$ cat config.mk
export PLATFORM = sky130hd
export DESIGN_NAME = class_key_ser
export DESIGN_NICKNAME = d
export VERILOG_FILES = /design/src/rtl/class_key_ser.sv
export SDC_FILE = /design/constraint.sdc
export NUM_CORES = 1
export LEC_CHECK = 0
export ABC_CLOCK_PERIOD_IN_PS = 6200
export BUFFER_PORTS_ARGS = -buffer_cell sky130_fd_sc_hd__buf_2
export CORE_UTILIZATION = 40
export DETAILED_ROUTE_END_ITERATION = 7
export SYNTH_ARGS = -nofsm -noshare
export SYNTH_HDL_FRONTEND = slang
export SYNTH_SLANG_ARGS = --single-unit
$ cat constraint.sdc
create_clock -name clk -period 6.2 [get_ports clk]
set_input_delay 1.24 -clock clk [delete_from_list [all_inputs] [get_ports clk]]
set_output_delay 1.24 -clock clk [all_outputs]
set_load 0.05 [all_outputs]
$ cat src/rtl/class_key_ser.sv
// class_key_ser: feeder for classifier lookup port A.
// Accepts one full-width key per handshake and serializes it as three beats
// on lu_vld/lu_key. Keeps an in-order tag FIFO so each lu_done result can be
// returned with its caller tag. The outstanding-lookup count limits how many
// keys can be in flight.
module class_key_ser #(
    parameter int BUS_WIDTH = 128,
    parameter int KEY_LEN   = 276,
    parameter int VT_AWIDTH = 16,
    parameter int TAG_W     = 8,
    parameter int MAX_OUT   = 16
) (
    input  logic                       clk,
    input  logic                       rst_n,
    input  logic                       key_vld,
    output logic                       key_rdy,
    input  logic [KEY_LEN-1:0]         key,
    input  logic [TAG_W-1:0]           key_tag,
    output logic                       lu_vld,
    output logic [BUS_WIDTH-1:0]       lu_key,
    input  logic                       lu_done,
    input  logic                       lu_err,
    input  logic                       lu_hit_miss,
    input  logic [VT_AWIDTH-1:0]       lu_vid,
    output logic                       rslt_vld,
    output logic [TAG_W-1:0]           rslt_tag,
    output logic                       rslt_err,
    output logic                       rslt_hit_miss,
    output logic [VT_AWIDTH-1:0]       rslt_vid,
    output logic [$clog2(MAX_OUT):0]   outstanding,
    output logic                       err_underflow
);

    localparam int CNT_W = $clog2(MAX_OUT) + 1;
    localparam int PTR_W = $clog2(MAX_OUT);
    localparam int REM_W = KEY_LEN - 2 * BUS_WIDTH;

    typedef enum logic [2:0] {
        IDLE = 3'd0,
        B0   = 3'd1,
        B1   = 3'd2,
        B2   = 3'd3,
        GAP  = 3'd4
    } state_t;

    state_t                 state;
    state_t                 state_nxt;
    logic [KEY_LEN-1:0]     key_q;
    logic [KEY_LEN-1:0]     key_nxt;
    logic                   lu_vld_d;
    logic [BUS_WIDTH-1:0]   lu_key_d;
    logic [BUS_WIDTH-1:0]   tail_beat;
    logic [TAG_W-1:0]       tag_mem [MAX_OUT];
    logic [PTR_W-1:0]       wr_ptr;
    logic [PTR_W-1:0]       rd_ptr;
    logic                   accept;
    logic                   pop;

    // A key may only be taken between lookups and while a credit is free.
    assign key_rdy = ((state == IDLE) || (state == GAP)) &&
                     (outstanding < CNT_W'(MAX_OUT));
    assign accept  = key_vld && key_rdy;
    // A done with nothing outstanding is an underflow, never a pop.
    assign pop     = lu_done && (outstanding != '0);

    // State register.
    always_ff @(posedge clk) begin
        if (!rst_n) begin
            state <= IDLE;
        end else begin
            state <= state_nxt;
        end
    end

    // Next-state logic: beats run unconditionally once a key is accepted.
    always_comb begin
        state_nxt = IDLE;
        case (state)
            IDLE:    state_nxt = accept ? B0 : IDLE;
            B0:      state_nxt = B1;
            B1:      state_nxt = B2;
            B2:      state_nxt = GAP;
            GAP:     state_nxt = accept ? B0 : IDLE;
            default: state_nxt = IDLE;
        endcase
    end

    // Beat selection for the upcoming state, so lu_vld/lu_key leave a flop.
    always_comb begin
        key_nxt   = accept ? key : key_q;
        tail_beat = '0;
        tail_beat[BUS_WIDTH-1 -: REM_W] = key_nxt[REM_W-1:0];
        lu_vld_d  = 1'b0;
        lu_key_d  = '0;
        case (state_nxt)
            B0: begin
                lu_vld_d = 1'b1;
                lu_key_d = key_nxt[KEY_LEN-1 -: BUS_WIDTH];
            end
            B1:      lu_key_d = key_nxt[KEY_LEN-BUS_WIDTH-1 -: BUS_WIDTH];
            B2:      lu_key_d = tail_beat;
            default: lu_key_d = '0;
        endcase
    end

    // Lookup bus output registers; reset drops any partially sent key.
    always_ff @(posedge clk) begin
        if (!rst_n) begin
            lu_vld <= 1'b0;
            lu_key <= '0;
        end else begin
            lu_vld <= lu_vld_d;
            lu_key <= lu_key_d;
        end
    end

    // Captured key held for the three beats.
    always_ff @(posedge clk) begin
        if (accept) begin
            key_q <= key;
        end
    end

    // Tag FIFO storage; cannot overflow because key_rdy tracks credits.
    always_ff @(posedge clk) begin
        if (accept) begin
            tag_mem[wr_ptr] <= key_tag;
        end
    end

    // FIFO pointers, credit count and sticky underflow flag.
    always_ff @(posedge clk) begin
        if (!rst_n) begin
            wr_ptr        <= '0;
            rd_ptr        <= '0;
            outstanding   <= '0;
            err_underflow <= 1'b0;
        end else begin
            if (accept) begin
                wr_ptr <= wr_ptr + PTR_W'(1);
            end
            if (pop) begin
                rd_ptr <= rd_ptr + PTR_W'(1);
            end
            case ({accept, pop})
                2'b10:   outstanding <= outstanding + CNT_W'(1);
                2'b01:   outstanding <= outstanding - CNT_W'(1);
                default: outstanding <= outstanding;
            endcase
            if (lu_done && (outstanding == '0)) begin
                err_underflow <= 1'b1;
            end
        end
    end

    // Tagged result: one-cycle pulse carrying the FIFO head and result fields.
    always_ff @(posedge clk) begin
        if (!rst_n) begin
            rslt_vld      <= 1'b0;
            rslt_tag      <= '0;
            rslt_err      <= 1'b0;
            rslt_hit_miss <= 1'b0;
            rslt_vid      <= '0;
        end else begin
            rslt_vld <= pop;
            if (pop) begin
                rslt_tag      <= tag_mem[rd_ptr];
                rslt_err      <= lu_err;
                rslt_hit_miss <= lu_hit_miss;
                rslt_vid      <= lu_vid;
            end
        end
    end

endmodule

==> results.md <==
- Sequential element share of the synthesized area: 0.644
- DRT Pass-1 Iters: 5
- Max Fanout on Critical Path: 74
- Die area: 40700 um^2
- # port buffers: 468
- Pin count of the biggest net entering global routing: 99
- Worst-path clk slew: 0.06 ns
- Dpl hpwl: 31.5 mm
- Cells after Synth: 1340
- Num CTS Buffers: 47
- Cell area after synthesis: 16000 um^2
- Fillers: 3564
- First-pass GRT wire length: 66.8 mm
- Synthesized flop and latch total: 449
- Antenna violations before repair: 16
- RR Endpoint: outstanding[4]
- P_leak: 8.43 nW
- Post-synth EDFFs: 128
- Synth top area cells: dfxtp_1, edfxtp_1, mux2_2
- Kind of critical path: input port to flip-flop
- Crit start category: input port
- Tightest Pin Transition: 1.07 ns
- Area Overhead vs Synth: 26.2%
- Final setup viols: 0
- Final setup margin: 2.47 ns
- Total gr overflow: 0
- CTS H-tree lvls: 2
- Post-CTS setup buffers: 0
- Ratio of final minimum period to clock period: 0.601
- Synth Flop Type: dfxtp_1
- Syn avg cell area: 11.9 um^2
- Top cell by count, worst path: ha_1
- Relative slew slack: 0.288
- Die Y: 202 um
- Endpoint type of the worst setup path: flip-flop
- Pins over their slew limit: 0
- Layout Utilization: 0.516
- Clock sinks: 449
- Max Clock Skew: 0.0157 ns
- Residual DRC: 0
- Routed WL: 44.8 mm
- Final hold viol count: 0
- Dpl ws: 1.82 ns
- FP Rows: 72
- Tmin final: 3.73 ns
- TritonCTS clock tree: yes
- TNS Setup: 0 ns
- HP Start: key_q[137]
- Area share of the largest cell type after synthesis: 0.403
- Synth area leader: dfxtp_1
- Worst-skew pair later-pin latency: 0.57 ns
- R2r setup slk: 2.53 ns
- RSZ-0062 raised after global routing: false
- Max VDD drop: 0.333 mV
- Crit path DAT: 4.18 ns
- Vias in the first global route: 11700
- DIE WIDTH: 202 um
- GRT Total Usage: 0.215
- Number of top-level pins: 469
- RD Place Congestion: 0.928
- Core area: 39000 um^2
- Status: completed
- Total Nets Final: 2094
- Cell at the slowest stage of the critical path: and2_4
- Final Cell Area: 20100 um^2
- Max cap viols: 0
- WP buf/inv: 2
- Root Driver: clkbuf_16
- Kind of path behind the tightest hold check: flip-flop to flip-flop
- WL/cell: 19.2 um
- PD cells: 533 nW/um^2
- Placed cell area: 18600 um^2
- Layout cells sized above 1: 0.392
- Post-DRT Antenna Nets: 0
- Max clock buf depth: 3
- CP cell instances: buf_2, and2_4, inv_6, ha_1, ha_1, nor2b_1, o21ai_0, a21oi_1, or3b_2, mux2i_1
- Ys async rst share: 0
- # resized after CTS: 0
- Via count: 11600
- Yosys cell types: 43
- Initial DRC Count: 631
- Worst R2R Path Depth: 10
- CP peak stage delay: 0.64 ns
- Delay-heaviest family, CP: simple AND/OR/NAND/NOR gates
- Synth Warn #: 0
- Hold endpoint: key_q[137]
- Fmax: 268 MHz
- Vias per cell: 4.96
- Cts hold-fix bufs: 0
- Initial core utilization: 0.409
- Hold depth: 2
- Required @ worst endpoint: 6.65 ns
- Syn Nets: 1656
- RR Startpoint: outstanding[4]
[area by class of cell]
class,instances,area [um^2],area share
Timing Repair Buffer,481,2440,0.121
Inverter,8,35.0,0.00174
Clock buffer,65,1280,0.0634
Clock inverter,18,189,0.00939
Multi-Input combinational cell,791,5250,0.261
Antenna cell,8,20.0,0.000995
Tap cell,518,648,0.0322
Sequential cell,449,10300,0.510
[worst min-delay path: stages, from the launching register on]
cell and delay (ns):
dfxtp_1 0.30, nand2_1 0.05, nand2_1 0.04
[layout by cell type, fill, tap and decap left out, types with 8 or more instances in the layout]
master     netlist  layout
o21ai_0         12      12
mux4_2          24      24
dfxtp_1        321     319
mux2_2         116     116
ha_1             9       9
buf_4            5      13
mux2_4          12      12
nand2_1        331     331
edfxtp_1       128     128
o221ai_1         8       8
clkbuf_1        38      15
xnor2_1          8       8
a21boi_0        20      20
mux2i_1         17      17
a222oi_1        20      20
a21oi_1        123     123
diode_2          0       8
clkinv_2         0       9
buf_2           33     468
nor2_1          35      34
and2_1          12      11
clkbuf_16        0      48
[sequential cells by signal (all words and copies together), names as in the netlist]
| name | flops |
|---|---|
| rslt_vld | 1 |
| state | 3 |
| tag_mem | 128 |
| rslt_tag | 8 |
| lu_key | 128 |
| rslt_err | 1 |
| rslt_hit_miss | 1 |
| rslt_vid | 16 |
| key_q | 148 |
| lu_vld | 1 |
| err_underflow | 1 |
| wr_ptr | 4 |
| rd_ptr | 4 |
| outstanding | 5 |
[per-layer routing]
metal | global-route usage | up-vias | wire [um]
met5 | 0 | - | 99
met4 | 0.0731 | 16 | 1150
met3 | 0.0648 | 89 | 3340
met2 | 0.358 | 416 | 21700
met1 | 0.265 | 5535 | 18500
li1 | - | 5530 | -
[how the worst max path moves through the flow]
stage,end,slack (ns),cells after the start,startpoint
after CTS,outstanding[4],2.43,10,key_vld
after global routing,outstanding[4],2.25,10,key_vld
after detailed placement,outstanding[4],1.82,10,key_vld
final,outstanding[4],2.47,10,key_vld
after global placement,outstanding[4],1.85,10,key_vld
after floorplan,outstanding[4],2.53,14,outstanding[4]
[cell families after synthesis]
family	after synthesis	synth area share
AO/OA/AOI/OAI	194	0.0734
AND/OR/NAND/NOR	408	0.103
XOR/XNOR	10	0.00549
flip-flops	449	0.644
buffers and inverters	100	0.0284
adder cells (fa/ha/maj)	10	0.00831
multiplexers	169	0.138
[report_power, final]
part	switching [W]	internal (W)
Combinational	0.00254	0.00128
Clock	0.00114	0.00157
Sequential	0.000327	0.00388
[synthesized netlist by cell type, types with 6 or more instances]
cell,instances
dfxtp_1,321
buf_1,14
mux2_2,116
buf_2,33
nand3_1,6
a222oi_1,20
o21ai_0,12
mux2_4,12
inv_1,6
and2_1,12
a21oi_1,123
mux4_2,24
mux2i_1,17
xnor2_1,8
o221ai_1,8
clkbuf_1,38
nor2_1,35
ha_1,9
nand2_1,331
edfxtp_1,128
a21boi_0,20
[per-stage QoR]
stage / cells / hold WS, ns / total power (W)
2_1_floorplan: 1340 / 0.422 / 0.00716
3_3_place_gp: 2247 / 0.430 / 0.00803
3_5_place_dp: 2247 / 0.433 / 0.00812
4_1_cts: 2330 / 0.442 / 0.0108
5_1_grt: 2336 / 0.456 / 0.0113
6_report: 2338 / 0.440 / 0.0107
No activity file was read; power rests on OpenSTA's default activity.
